==> config.mk <==
export PLATFORM = sky130hd
export DESIGN_NAME = score_renderer
export DESIGN_NICKNAME = d
export VERILOG_FILES = /design/src/rtl/score_renderer.sv
export SDC_FILE = /design/constraint.sdc
export NUM_CORES = 1
export LEC_CHECK = 0
export ABC_AREA = 1
export CORE_MARGIN = 5
export CORE_UTILIZATION = 30
export DETAILED_ROUTE_END_ITERATION = 8
export PLACE_DENSITY = 0.51
export SLEW_MARGIN = 5
export SYNTH_ARGS = -nofsm -noshare
export SYNTH_HDL_FRONTEND = slang
export SYNTH_SLANG_ARGS = --single-unit
==> constraint.sdc <==
create_clock -name Clk -period 1.6 [get_ports Clk]
set_input_delay 0.32 -clock Clk [delete_from_list [all_inputs] [get_ports Clk]]
set_output_delay 0.32 -clock Clk [all_outputs]
set_load 0.02 [all_outputs]
==> src/rtl/score_renderer.sv <==
// rtl/score_renderer.sv - N-digit decimal score overlay with frame-synchronous BCD conversion
//
// Purpose: converts the binary game score to BCD with a sequential double-dabble engine
// once per frame, then renders the digits as 8x16 font glyphs read from an external
// synchronous font ROM, magnified by 2^SCALE_LOG2 at a fixed screen origin.
//
// Ports:
//   Clk, Reset_n        pixel clock, asynchronous active-low reset
//   score               binary score from game logic
//   frame_start         one-cycle pulse at start of vertical blank; starts a conversion
//   drawX, drawY        current pixel coordinate
//   font_addr           font ROM address {ascii[6:0], row[3:0]} (combinational)
//   font_data           glyph row returned by the ROM one cycle after font_addr
//   pixel_on            foreground pixel for the coordinate presented two cycles earlier
//   busy                conversion in progress
//
// Optional feature macro: SCORE_LEADING_ZERO_BLANK_EN (blank leading zero digits).

module score_renderer #(
    parameter int NUM_DIGITS = 4,
    parameter int SCORE_W    = 14,
    parameter int ORIGIN_X   = 8,
    parameter int ORIGIN_Y   = 0,
    parameter int SCALE_LOG2 = 0
) (
    input  logic               Clk,
    input  logic               Reset_n,
    input  logic [SCORE_W-1:0] score,
    input  logic               frame_start,
    input  logic [9:0]         drawX,
    input  logic [9:0]         drawY,
    output logic [10:0]        font_addr,
    input  logic [7:0]         font_data,
    output logic               pixel_on,
    output logic               busy
);

    localparam int BCD_W   = 4 * NUM_DIGITS;
    localparam int FIELD_W = (NUM_DIGITS * 8) << SCALE_LOG2;
    localparam int FIELD_H = 16 << SCALE_LOG2;

    function automatic int pow10(input int n);
        int p;
        p = 1;
        for (int i = 0; i < n; i++) p = p * 10;
        return p;
    endfunction

    localparam int SAT_LIMIT = pow10(NUM_DIGITS);

    typedef enum logic [1:0] {S_IDLE, S_SHIFT, S_DONE} state_t;

    state_t             r_state;
    state_t             w_state_next;
    logic [4:0]         r_cnt;
    logic [SCORE_W-1:0] r_bin;
    logic [BCD_W-1:0]   r_bcd;
    logic               r_sat;
    logic [BCD_W-1:0]   r_disp;
    logic [BCD_W-1:0]   w_bcd_adj;
    logic [31:0]        w_score_ext;

    logic               r_in_field_d;
    logic               r_blank_d;
    logic [2:0]         r_bitsel_d;
    logic               r_pixel_on;

    assign w_score_ext = 32'(score);

    always_comb begin
        w_state_next = r_state;
        case (r_state)
            S_IDLE:  if (frame_start) w_state_next = S_SHIFT;
            S_SHIFT: if (r_cnt == 5'(SCORE_W - 1)) w_state_next = S_DONE;
            S_DONE:  w_state_next = S_IDLE;
            default: w_state_next = S_IDLE;
        endcase
    end

    // Double-dabble correction: any nibble >= 5 would exceed 9 after doubling.
    always_comb begin
        w_bcd_adj = r_bcd;
        for (int i = 0; i < NUM_DIGITS; i++) begin
            if (r_bcd[4*i +: 4] >= 4'd5) w_bcd_adj[4*i +: 4] = r_bcd[4*i +: 4] + 4'd3;
        end
    end

`ifdef SCORE_LEADING_ZERO_BLANK_EN
    logic [NUM_DIGITS-1:0] r_blank;
    logic [NUM_DIGITS-1:0] w_blank_calc;
    logic                  w_lead;

    // Digit 0 is the most significant; the last digit is always drawn.
    always_comb begin
        w_blank_calc = '0;
        w_lead       = 1'b1;
        for (int i = 0; i < NUM_DIGITS - 1; i++) begin
            if (w_lead && (r_bcd[4*(NUM_DIGITS-1-i) +: 4] == 4'd0)) w_blank_calc[i] = 1'b1;
            else w_lead = 1'b0;
        end
    end

    always_ff @(posedge Clk or negedge Reset_n) begin
        if (!Reset_n) r_blank <= '0;
        else if (r_state == S_DONE) r_blank <= r_sat ? '0 : w_blank_calc;
    end
`endif

    always_ff @(posedge Clk or negedge Reset_n) begin
        if (!Reset_n) begin
            r_state <= S_IDLE;
            r_cnt   <= '0;
            r_bin   <= '0;
            r_bcd   <= '0;
            r_sat   <= 1'b0;
            r_disp  <= '0;
        end else begin
            r_state <= w_state_next;
            case (r_state)
                S_IDLE: begin
                    if (frame_start) begin
                        r_bin <= score;
                        r_bcd <= '0;
                        r_cnt <= '0;
                        r_sat <= (w_score_ext >= 32'(SAT_LIMIT));
                    end
                end
                S_SHIFT: begin
                    {r_bcd, r_bin} <= {w_bcd_adj, r_bin} << 1;
                    r_cnt          <= r_cnt + 5'd1;
                end
                S_DONE: begin
                    r_disp <= r_sat ? {NUM_DIGITS{4'h9}} : r_bcd;
                end
                default: ;
            endcase
        end
    end

    // Stage 0: field decode and font address from the current coordinate.
    logic [10:0] w_dx;
    logic [10:0] w_dy;
    logic [10:0] w_col;
    logic [3:0]  w_row;
    logic [7:0]  w_digit;
    logic        w_in_field;
    logic [3:0]  w_nib;
    logic        w_blank_digit;
    logic [2:0]  w_bitsel;

    // A negative difference wraps to bit 10 set, which marks out-of-field.
    assign w_dx     = {1'b0, drawX} - 11'(ORIGIN_X);
    assign w_dy     = {1'b0, drawY} - 11'(ORIGIN_Y);
    assign w_col    = w_dx >> SCALE_LOG2;
    assign w_row    = w_dy[SCALE_LOG2 +: 4];
    assign w_digit  = w_col[10:3];
    assign w_bitsel = 3'd7 - w_col[2:0];

    assign w_in_field = !w_dx[10] && (w_dx < 11'(FIELD_W)) &&
                        !w_dy[10] && (w_dy < 11'(FIELD_H)) &&
                        (w_digit < 8'(NUM_DIGITS));

    always_comb begin
        w_nib         = 4'd0;
        w_blank_digit = 1'b0;
        for (int i = 0; i < NUM_DIGITS; i++) begin
            if (w_digit == 8'(i)) begin
                w_nib = r_disp[4*(NUM_DIGITS-1-i) +: 4];
`ifdef SCORE_LEADING_ZERO_BLANK_EN
                w_blank_digit = r_blank[i];
`endif
            end
        end
    end

    always_comb begin
        font_addr = {7'h20, 4'h0};
        if (w_in_field) begin
            if (w_blank_digit) font_addr = {7'h20, w_row};
            else               font_addr = {7'h30 + {3'b000, w_nib}, w_row};
        end
    end

    // Stage 1 holds the decode while the ROM returns the row; output stage registers the pixel.
    always_ff @(posedge Clk or negedge Reset_n) begin
        if (!Reset_n) begin
            r_in_field_d <= 1'b0;
            r_blank_d    <= 1'b0;
            r_bitsel_d   <= 3'd0;
            r_pixel_on   <= 1'b0;
        end else begin
            r_in_field_d <= w_in_field;
            r_blank_d    <= w_blank_digit;
            r_bitsel_d   <= w_bitsel;
            r_pixel_on   <= r_in_field_d & ~r_blank_d & font_data[r_bitsel_d];
        end
    end

    assign pixel_on = r_pixel_on;
    assign busy     = (r_state != S_IDLE);

endmodule

# Word-level counts from Yosys, hierarchy flattened

Cells that the tools add are included.
Widths: inputs -> output; s select.

Output and inout port bits: 13
Word-level logic and storage cells: 67
Bits of input ports: 45
Flip-flop bits (word level): 59

Bitwise logic cells: 1
Muxes and demuxes: 21
$add $sub $neg: 8
Order comparisons: 9
Reduce and logical (&&, ||, !) cells: 11
Eq/ne operators: 8

Operators with widths:

| kind                  | count |
|---|---|
| $mux 16               | 2 |
| $pmux 16 s2           | 1 |
| $mux 4                | 7 |
| $pmux 14 s2           | 1 |
| $eq 8x2->1 const B    | 2 |
| $ge 4x3->1 const B    | 4 |
| $ge 14x14->1 const B  | 1 |
| $mux 14               | 1 |
| $add 4x2->4 const B   | 3 |
| $lt 11x6->1 const B   | 1 |
| $mux 11               | 1 |
| $sub 10x4->11 const B | 1 |
| $lt 10x5->1 const B   | 1 |
| $pmux 5 s2            | 1 |
| $eq 8x1->1 const B    | 1 |
| $logic_not 8->1       | 1 |
| $lt 8x3->1 const B    | 1 |
| $add 6x4->7 const A   | 1 |
| $reduce_and 2->1      | 3 |
| $add 5x1->5 const B   | 1 |
| $eq 5x4->1 const B    | 1 |
| $mux 5                | 1 |
| $lt 3x4->1 const B    | 1 |
| $mux 2                | 2 |
| other kinds (14)      | 18 |

# Depth between registers and ports, before layout

Gate-level depths: netlist of run 1.

Word-level depth: 8
Depth in mapped cells: 9
Depth with buffers taken out: 8

# Least setup slack after synthesis of run 1

OpenSTA, ideal clock, no wires.

Path type: in2out
Start: input drawY[4]
End: output font_addr[4]
Required time: 1,280 ps
Data arrival time: 1,321 ps
Stages on the path: 6
Setup slack: -41 ps
Cell sequence: or2_2 -> nor3_2 -> nand2_2 -> inv_2 -> nand2_1 -> nor2_1

Cells in the longest elaborated chain, start to end: 4

RTL lines:

| item                           | RTL line | RTL |
|---|---|---|
| from (decl)                    | 31       | `input logic [9:0] drawY,` |
| $lt 10x5->1                    | 160      | `!w_dy[10] && (w_dy < 11'(FIELD_H)) &&` |
| $logic_and 1x1->1 (2 in a row) | 160      |  |
| via w_in_field                 | 146      | `logic w_in_field;` |
| $mux 11                        | 178      | `if (w_in_field) begin` |
| to (decl)                      | 32       | `output logic [10:0] font_addr,` |

The timed path passes the listed nets, and every way through them passes these cells.

# Worst setup path in the final report of run 1

Start: input drawX[4]
End: output font_addr[5]

Cells in the longest elaborated chain, start to end: 8

RTL lines:

| item                | RTL line | RTL |
|---|---|---|
| from (decl)         | 30       | `input logic [9:0] drawX,` |
| $sub 10x4->11 *     | 152      | `assign w_dx = {1'b0, drawX} - 11'(ORIGIN_X);` |
| $logic_not 8->1     | 167      | `if (w_digit == 8'(i)) begin` |
| $mux 4 (4 in a row) | 167      |  |
| $add 6x4->7         | 180      | `else font_addr = {7'h30 + {3'b000, w_nib}, w_row};` |
| $mux 11 *           | 178      |  |

Mark *: on every way between the ends. The rest lies on a longest branch, timed or not.

==> results of run 1 <==
-- what timing repair did --
| item | in CTS | in global routing |
|---|---|---|
| hold endpoints to repair | 59 | 0 |
| pin swaps | 24 | 18 |
| endpoints found under the setup margin | 11 | 12 |
| hold buffers | 1 | 0 |
| buffers inserted | 4 | 2 |
| cloned | 1 | 0 |
| gates resized for setup | 124 | 29 |
-- cells in the mapped netlist, types with 2 or more instances --
master	n	area share (%)
sky130_fd_sc_hd__buf_4	4	0.96
sky130_fd_sc_hd__inv_1	50	6.0
sky130_fd_sc_hd__conb_1	2	0.24
sky130_fd_sc_hd__a22oi_1	7	1.7
sky130_fd_sc_hd__a21oi_1	15	2.4
sky130_fd_sc_hd__nand2_2	2	0.40
sky130_fd_sc_hd__or2_2	4	0.80
sky130_fd_sc_hd__o221ai_1	4	1.1
sky130_fd_sc_hd__ha_1	10	4.0
sky130_fd_sc_hd__nor2_4	4	1.4
sky130_fd_sc_hd__nand4_1	5	1.0
sky130_fd_sc_hd__nand3_1	29	4.6
sky130_fd_sc_hd__dfrtp_1	59	47
sky130_fd_sc_hd__o22ai_1	5	1.0
sky130_fd_sc_hd__o21ai_1	14	2.2
sky130_fd_sc_hd__nand2_1	61	7.3
sky130_fd_sc_hd__buf_2	6	0.96
sky130_fd_sc_hd__buf_6	3	1.1
sky130_fd_sc_hd__mux2i_1	2	0.64
sky130_fd_sc_hd__xor2_1	2	0.56
sky130_fd_sc_hd__nor2_1	33	4.0
sky130_fd_sc_hd__a31oi_1	5	1.0
sky130_fd_sc_hd__inv_2	6	0.72
sky130_fd_sc_hd__o21ai_0	38	6.1
-- cells in the final DEF (no fill, tap or decap), types with 2 or more instances in the layout --
cell / synthesis / routed
sky130_fd_sc_hd__clkdlybuf4s50_1: 0 / 30
sky130_fd_sc_hd__nand3_4: 0 / 2
sky130_fd_sc_hd__conb_1: 2 / 2
sky130_fd_sc_hd__inv_1: 50 / 48
sky130_fd_sc_hd__buf_12: 0 / 4
sky130_fd_sc_hd__clkbuf_8: 0 / 12
sky130_fd_sc_hd__nand3_1: 29 / 16
sky130_fd_sc_hd__xor2_1: 2 / 2
sky130_fd_sc_hd__buf_6: 3 / 13
sky130_fd_sc_hd__nand3_2: 1 / 12
sky130_fd_sc_hd__buf_2: 6 / 6
sky130_fd_sc_hd__buf_8: 0 / 2
sky130_fd_sc_hd__buf_4: 4 / 21
sky130_fd_sc_hd__nand2_4: 0 / 2
sky130_fd_sc_hd__a22oi_1: 7 / 7
sky130_fd_sc_hd__nor2_1: 33 / 19
sky130_fd_sc_hd__o21ai_0: 38 / 38
sky130_fd_sc_hd__a31oi_1: 5 / 5
sky130_fd_sc_hd__or2_2: 4 / 3
sky130_fd_sc_hd__o221ai_1: 4 / 4
sky130_fd_sc_hd__nand2_2: 2 / 11
sky130_fd_sc_hd__nor2_4: 4 / 10
sky130_fd_sc_hd__o21ai_1: 14 / 14
sky130_fd_sc_hd__nand2_1: 61 / 50
sky130_fd_sc_hd__inv_2: 6 / 7
sky130_fd_sc_hd__dfrtp_1: 59 / 59
sky130_fd_sc_hd__bufinv_16: 0 / 3
sky130_fd_sc_hd__ha_1: 10 / 10
sky130_fd_sc_hd__mux2i_1: 2 / 2
sky130_fd_sc_hd__a21oi_1: 15 / 15
sky130_fd_sc_hd__clkdlybuf4s15_1: 0 / 3
sky130_fd_sc_hd__nand4_1: 5 / 5
sky130_fd_sc_hd__dlygate4sd2_1: 0 / 5
sky130_fd_sc_hd__nor2_2: 1 / 9
sky130_fd_sc_hd__o22ai_1: 5 / 5
-- critical path, cell delays in order --
cell                      delay, ns
sky130_fd_sc_hd__buf_8         0.10
sky130_fd_sc_hd__nor2_4        0.17
sky130_fd_sc_hd__a21oi_4       0.08
sky130_fd_sc_hd__nor2_4        0.17
sky130_fd_sc_hd__buf_6         0.17
sky130_fd_sc_hd__nand3_2       0.07
sky130_fd_sc_hd__nand2_2       0.08
sky130_fd_sc_hd__nor2_2        0.05
sky130_fd_sc_hd__nor2_2        0.10
sky130_fd_sc_hd__buf_6         0.13
-- per-layer routing --
layer | up-vias | global-route usage (%)
li1 | 1421 | -
met1 | 1295 | 16.6
met2 | 67 | 20.1
met3 | 9 | 2.91
met4 | 0 | 5.53
met5 | - | 0
-- stage by stage --
stage	area (µm²)	total power [W]
after floorplan	3140	0.00427
after global placement	3990	0.00510
after detailed placement	3990	0.00516
after CTS	4420	0.00699
after global routing	4500	0.00754
final	4500	0.00695
-- final timing paths --
path / endpoint / cells past startpoint / startpoint / slack (ns)
worst max-delay path: font_addr[5] / 10 / drawX[4] / -0.16
worst min-delay path: r_bitsel_d[0] / 2 / drawX[0] / 0.45
worst max register to register: r_bcd[14] / 7 / r_bcd[12] / 0.11
worst min register to register: r_bin[0] / 2 / r_bin[0] / 0.47
max in group asynchronous: r_bin[10] / 3 / Reset_n / 0.82
min in group asynchronous: r_bin[7] / 3 / Reset_n / 0.52
-- cell type report --
class	instances	area [µm²]	share of cell area, %
multi-input combinational	251	1550	34.4
sequential	59	1480	32.8
timing repair buffer	85	828	18.4
inverter	56	215	4.78
tap	136	170	3.78
clock buffer	12	165	3.67
clock inverter	4	95.1	2.11
-- sequential cells by signal (all words and copies together), names as in the netlist --
signal / count
pixel_on: 1
r_in_field_d: 1
r_state: 2
r_cnt: 5
r_bitsel_d: 3
r_sat: 1
r_bcd: 16
r_bin: 14
r_disp: 16
-- report_power, final --
| group | leakage [nW] | switching [W] | total [W] | internal (W) |
|---|---|---|---|---|
| Combinational | 1.25 | 0.00150 | 0.00265 | 0.00114 |
| Clock | 0.133 | 0.000605 | 0.00177 | 0.00116 |
| Sequential | 0.714 | 0.000428 | 0.00254 | 0.00211 |
-- cells by family after synthesis --
group	after synthesis	share of synthesized area [%]
AO/OA/AOI/OAI	93	17.0
XOR/XNOR	2	0.559
adder cells (fa/ha/maj)	10	3.99
buffers and inverters	70	9.82
flip-flops	59	47.1
multiplexers	2	0.639
other	2	0.240
AND/OR/NAND/NOR	142	20.6
==> implementation parameters, run 1 <==
Parameter                              Value

Outcome
  Run status ... finished, violations left
  Violations in the final reports ... negative setup slack

Clock network
  Clock sink count ... 59
  TritonCTS clock tree ... yes
  Number of buffers on the longest clock path ... 2
  CTS Root Buffer Type ... sky130_fd_sc_hd__clkbuf_8
  Clk_lat worst skew ... around 0.33 ns
  Clock-pin slew of the registers on the worst-case setup and hold paths ... roughly 0.07 ns
  Inserted Clock Buffers ... 9
  CTS H-tree depth ... 3

STA
  Setup Viol. Count Final ... 9
  Fin crit share ... 110%
  Final clock skew ... roughly 0.0072 ns
  Setup repair after global routing missed its margin ... yes
  Highest achievable clock rate ... roughly 0.57 GHz
  Final worst path period need ... about 1.8 ns
  Final-report hold violation count ... 0
  Worst Hold Slack ... approximately 0.45 ns
  Fin. max-slew vios ... 0
  Final setup slack of the worst path ... -0.164 ns
  TNS Setup ... -1.13 ns

Floorplanning
  Std cell rows ... 37
  Boundary pin count ... 58
  Core Box Area ... just over 10,000 µm²
  Initial Utilization ... a little under a third
  Die Ht ... ~110 µm
  Total die area ... 12,600 µm²
  Die X ... 112 µm

Synthesis
  Avg Inst Size Synth ... 8.25 µm²
  Count of flip-flops with a built-in enable after synthesis ... 0
  Total nets after synthesis ... 435
  Netlist Area Pre-Place ... ~3100 µm²
  Instance count of the mapped netlist ... 380
  Most used flip-flop cell after synthesis ... sky130_fd_sc_hd__dfrtp_1
  Number of synthesized register bits ... 59
  Async set or reset register ratio after synthesis ... 100%
  Distinct cell type count of the synthesized netlist ... 34
  Share of synthesized area occupied by flip-flops and latches ... between 40% and 50%
  Ys Warns ... 0

Cells and area
  Fraction of final layout cells with drive strength greater than 1 ... 26.6%
  Number of non-filler instances in the completed layout ... roughly 600
  Layout Nets ... between 500 and 600
  Synth-to-Final Area Change ... 43.6%
  Final core utilization ... around 44%
  Number of antenna cells inserted ... 0
  Fill count ... slightly above 1,000

GRT
  Initial antenna violation count ... 0
  Global route overflow ... 0
  Number of global-route vias before repair ... between 2,000 and 3,000
  Global routing usage summed across all routing layers ... 12.7%
  Global-route wire length before repair ... ~13,000 µm
  Largest net degree at the start of global routing ... 60

Placement
  Cells after DPL ... a little under 600
  Last weighted congestion value of the routability-driven placer ... ~0.76
  Place WS ... -0.982 ns
  Port Buffers ... 55
  Total half-perimeter wirelength after legalization and detailed placement ... between 5000 and 6000 µm

Pwr
  Worst vdd ir ... ~0.00065 V
  PD cells ... roughly 1500 nW/µm²
  Leakage power ... ~2.1 nW

Setup path
  Arrival time at the worst endpoint ... between 1 and 1.5 ns
  Element type at the critical path end ... output pin
  Critical path data required time ... roughly 1.3 ns
  Critical Path Source Type ... primary input
  Start-to-end type of the worst setup path ... primary input to output pin
  Peak fanout along the critical path ... 6

Drt
  Total wire length ... ~7600 µm
  WL/cell ... ~13 µm
  Antenna-violating nets left ... 0
  Length of the first detailed-routing pass in iterations ... 4
  Detailed-route wire length on metal 1 ... about 3700 µm
  Met3 WL post-DR ... 336 µm
  Detail Route met2 WL ... roughly 3500 µm
  Number of DRC markers after the initial detailed-route iteration ... 110
  Top Metal Used ... met4
  Final routed DRC violation total ... 0
  Total vias in the final route ... roughly 2,800
  Ratio of routed vias to standard cells ... 4.63

Job
  Maximum Capacitance Violations ... 0

Min path
  Worst min path class ... primary input to register
(Power assumes the default switching activity.)
==> inputs of run 2 (changes only) <==
--- a/config.mk
+++ b/config.mk
@@ -10,6 +10,8 @@
 export CORE_UTILIZATION = 30
 export DETAILED_ROUTE_END_ITERATION = 8
 export PLACE_DENSITY = 0.51
+export SETUP_SLACK_MARGIN = 0.02
+export SKIP_LAST_GASP = 1
 export SLEW_MARGIN = 5
 export SYNTH_ARGS = -nofsm -noshare
 export SYNTH_HDL_FRONTEND = slang
==> run 2 against run 1 <==
  * The flow still finishes with violations (negative setup slack)
  * Clock power barely moved
  * Global-route usage did not move
  * Sequential share of layout area barely moved
  * Sequential power barely moved
  * Maximum frequency barely moved
  * Core utilization barely moved
  * Clock skew fell by 0.00054 ns
  * Hold slack barely moved
==> implementation parameters, run 2 (synthesis gave the netlist of run 1 again) <==
Parameter                              Value

Pwr
  Relative contribution of combinational cells to total power ... 38.1% (about the same)
  Sw Ratio ... 36.5% (about the same)
  Clock group share of total power ... 25.4% (about the same)
  Leakage power ... 2.10 nW (+0.17%)
  Worst vdd ir ... 0.000624 V (-3.7%)
  Part of the power in registers ... 36.5% (about the same)
  PD cells ... 1550 nW/µm² (+0.18%)
  Sw Pwr ... 0.00254 W (+0.12%)
  Internal power contribution ... 0.00442 W (+0.12%)

Drt
  Antenna-violating nets left ... 0 (unchanged)
  Total wire length ... 7660 µm (+0.16%)
  WL/cell ... 12.7 µm (about the same)
  Final routed DRC violation total ... 0 (unchanged)
  Ratio of routed vias to standard cells ... 4.60 (-0.67%)
  Number of DRC markers after the initial detailed-route iteration ... 123 (+12%)
  Total vias in the final route ... 2,778 (-0.50%)
  Length of the first detailed-routing pass in iterations ... 4 (unchanged)

GRT
  Largest net degree at the start of global routing ... 60 (unchanged)
  Number of global-route vias before repair ... 2,884 (unchanged)
  Initial antenna violation count ... 0 (unchanged)
  Global routing usage summed across all routing layers ... 12.7% (unchanged)
  Global-route wire length before repair ... 13,300 µm (unchanged)
  Global route overflow ... 0 (unchanged)

Floorplanning
  Die X ... 112 µm (unchanged)
  Std cell rows ... 37 (unchanged)
  Boundary pin count ... 58 (unchanged)
  Core Box Area ... 10,300 µm² (unchanged)
  Initial Utilization ... 30.5% (unchanged)
  Total die area ... 12,600 µm² (unchanged)
  Die Ht ... 112 µm (unchanged)

STA
  Fin crit share ... 110% (about the same)
  Highest achievable clock rate ... 0.567 GHz (about the same)
  Final-report hold violation count ... 0 (unchanged)
  Final worst path period need ... 1.76 ns (+0.0000630 ns)
  Setup Viol. Count Final ... 9 (unchanged)
  Final setup slack of the worst path ... -0.164 ns (-0.0000630 ns)
  Fin. max-slew vios ... 0 (unchanged)
  Final clock skew ... 0.00665 ns (-0.000543 ns)
  TNS Setup ... -1.12 ns (+0.0136 ns)
  Setup repair after global routing missed its margin ... yes

Placement
  Port Buffers ... 55 (unchanged)
  Total half-perimeter wirelength after legalization and detailed placement ... 5450 µm (unchanged)
  Last weighted congestion value of the routability-driven placer ... 0.760 (unchanged)

Cells and area
  Fill count ... 1,016 (-0.098%)
  Commonest cells after routing, fill and taps aside ... sky130_fd_sc_hd__dfrtp_1 (59), sky130_fd_sc_hd__nand2_1 (50), sky130_fd_sc_hd__inv_1 (48)
  Most common cell after layout, fill and taps aside ... sky130_fd_sc_hd__dfrtp_1
  Number of antenna cells inserted ... 0 (unchanged)
  Synth-to-Final Area Change ... 43.5% (about the same)
  Layout Nets ... 518 (+0.19%)
  Final core utilization ... 43.8% (about the same)
  Registers with the highest flip-flop counts ... r_bcd x16, r_disp x16, r_bin x14
  Fraction of final layout cells with drive strength greater than 1 ... 26.9% (+0.37 points)

Setup path
  Cell with the largest stage delay on the worst path ... sky130_fd_sc_hd__nor2_4
  Worst Path Buf+Inv ... 3 (unchanged)
  Arrival time at the worst endpoint ... 1.44 ns (about the same)
  Peak fanout along the critical path ... 6 (unchanged)
  Start-to-end type of the worst setup path ... primary input to output pin
  Cell-by-cell trace of the critical path ... buf_8, nor2_4, a21oi_4, nor2_4, buf_6, nand3_2, nand2_2, nor2_2, nor2_2, buf_6
  Family of cells with the greatest summed delay on the critical path ... simple AND/OR/NAND/NOR gates
  Worst stage delay on the critical path ... 0.17 ns (about the same)
  Setup slack on the worst flop-to-flop path ... 0.11 ns (about the same)
  Critical path data required time ... 1.28 ns (about the same)
  Critical Path Source Type ... primary input
  Element type at the critical path end ... output pin

Clock network
  CTS H-tree depth ... 3 (unchanged)
  Clock-pin slew of the registers on the worst-case setup and hold paths ... 0.07 ns (about the same)
  Clock sink count ... 59 (unchanged)
  CTS Root Buffer Type ... sky130_fd_sc_hd__clkbuf_8
  Inserted Clock Buffers ... 9 (unchanged)
  TritonCTS clock tree ... yes
  Number of buffers on the longest clock path ... 2 (unchanged)
  Clk_lat worst skew ... 0.33 ns (about the same)

Outcome
  Violations in the final reports ... negative setup slack
  Run status ... finished, violations left

Min path
  Worst min path class ... primary input to register

Job
  Maximum Capacitance Violations ... 0 (unchanged)
[run 2: final timing paths]
| check | from | endpoint | cells after the start |
|---|---|---|---|
| min in group asynchronous | Reset_n | r_cnt[4] | 3 |
| min reg2reg | r_bin[0] | r_bin[0] | 2 |
| min | drawX[0] | r_bitsel_d[0] | 2 |
| max | drawX[4] | font_addr[5] | 10 |
| max reg2reg | r_bcd[8] | r_bcd[10] | 7 |
| max in group asynchronous | Reset_n | r_disp[6] | 3 |
[run 2: cell type report]
| cell class | instances | area (µm²) | share of cell area, % |
|---|---|---|---|
| Multi-Input combinational cell | 251 | 1540 | 34.3 |
| Clock inverter | 4 | 95.1 | 2.11 |
| Tap cell | 136 | 170 | 3.78 |
| Inverter | 56 | 215 | 4.79 |
| Clock buffer | 12 | 165 | 3.67 |
| Sequential cell | 59 | 1480 | 32.8 |
| Timing Repair Buffer | 86 | 831 | 18.5 |
[run 2: repair_timing]
item,4_1_cts,5_1_grt
setup buffers,4,3
hold buffers,1,0
endpoints found under the hold margin,59,0
resized for setup,124,29
gates cloned,1,0
pin swaps,24,18
setup endpoints to repair,11,13
[run 2: worst register-to-register path, cell delays in order, from the launching register on]
cell	delay [ns]
sky130_fd_sc_hd__dfrtp_1	0.37
sky130_fd_sc_hd__inv_1	0.10
sky130_fd_sc_hd__ha_1	0.21
sky130_fd_sc_hd__or2_2	0.30
sky130_fd_sc_hd__nand2_1	0.15
sky130_fd_sc_hd__a21oi_1	0.08
sky130_fd_sc_hd__o21ai_0	0.09
sky130_fd_sc_hd__o21ai_1	0.09
[run 2: layer usage]
layer / share of wire, % / vias up / track usage, %
met1: 48 / 1288 / 16.6
met4: 1.2 / 0 / 5.53
met5: 0 / - / 0
li1: - / 1422 / -
met2: 47 / 61 / 20.1
met3: 4.3 / 7 / 2.91
[run 2: through the flow]
step / cells / setup slack (ns) / total power, W / cell area, µm² / hold slack, ns
4_1_cts: 603 / -0.194 / 0.00699 / 4420 / 0.437
3_3_place_gp: 581 / -0.960 / 0.00510 / 3990 / 0.351
5_1_grt: 604 / -0.237 / 0.00754 / 4500 / 0.435
6_report: 604 / -0.164 / 0.00696 / 4500 / 0.453
2_1_floorplan: 380 / 0.0290 / 0.00427 / 3140 / 0.0244
3_5_place_dp: 581 / -0.982 / 0.00516 / 3990 / 0.352
[run 2: power by group through the flow]
stage	logic [W]	registers, W	clock network, W
global route	0.00304	0.00262	0.00188
global placement	0.00257	0.00253	0
finish	0.00265	0.00254	0.00177
CTS	0.00265	0.00254	0.00181
floorplan	0.00184	0.00243	0
detailed placement	0.00261	0.00254	0
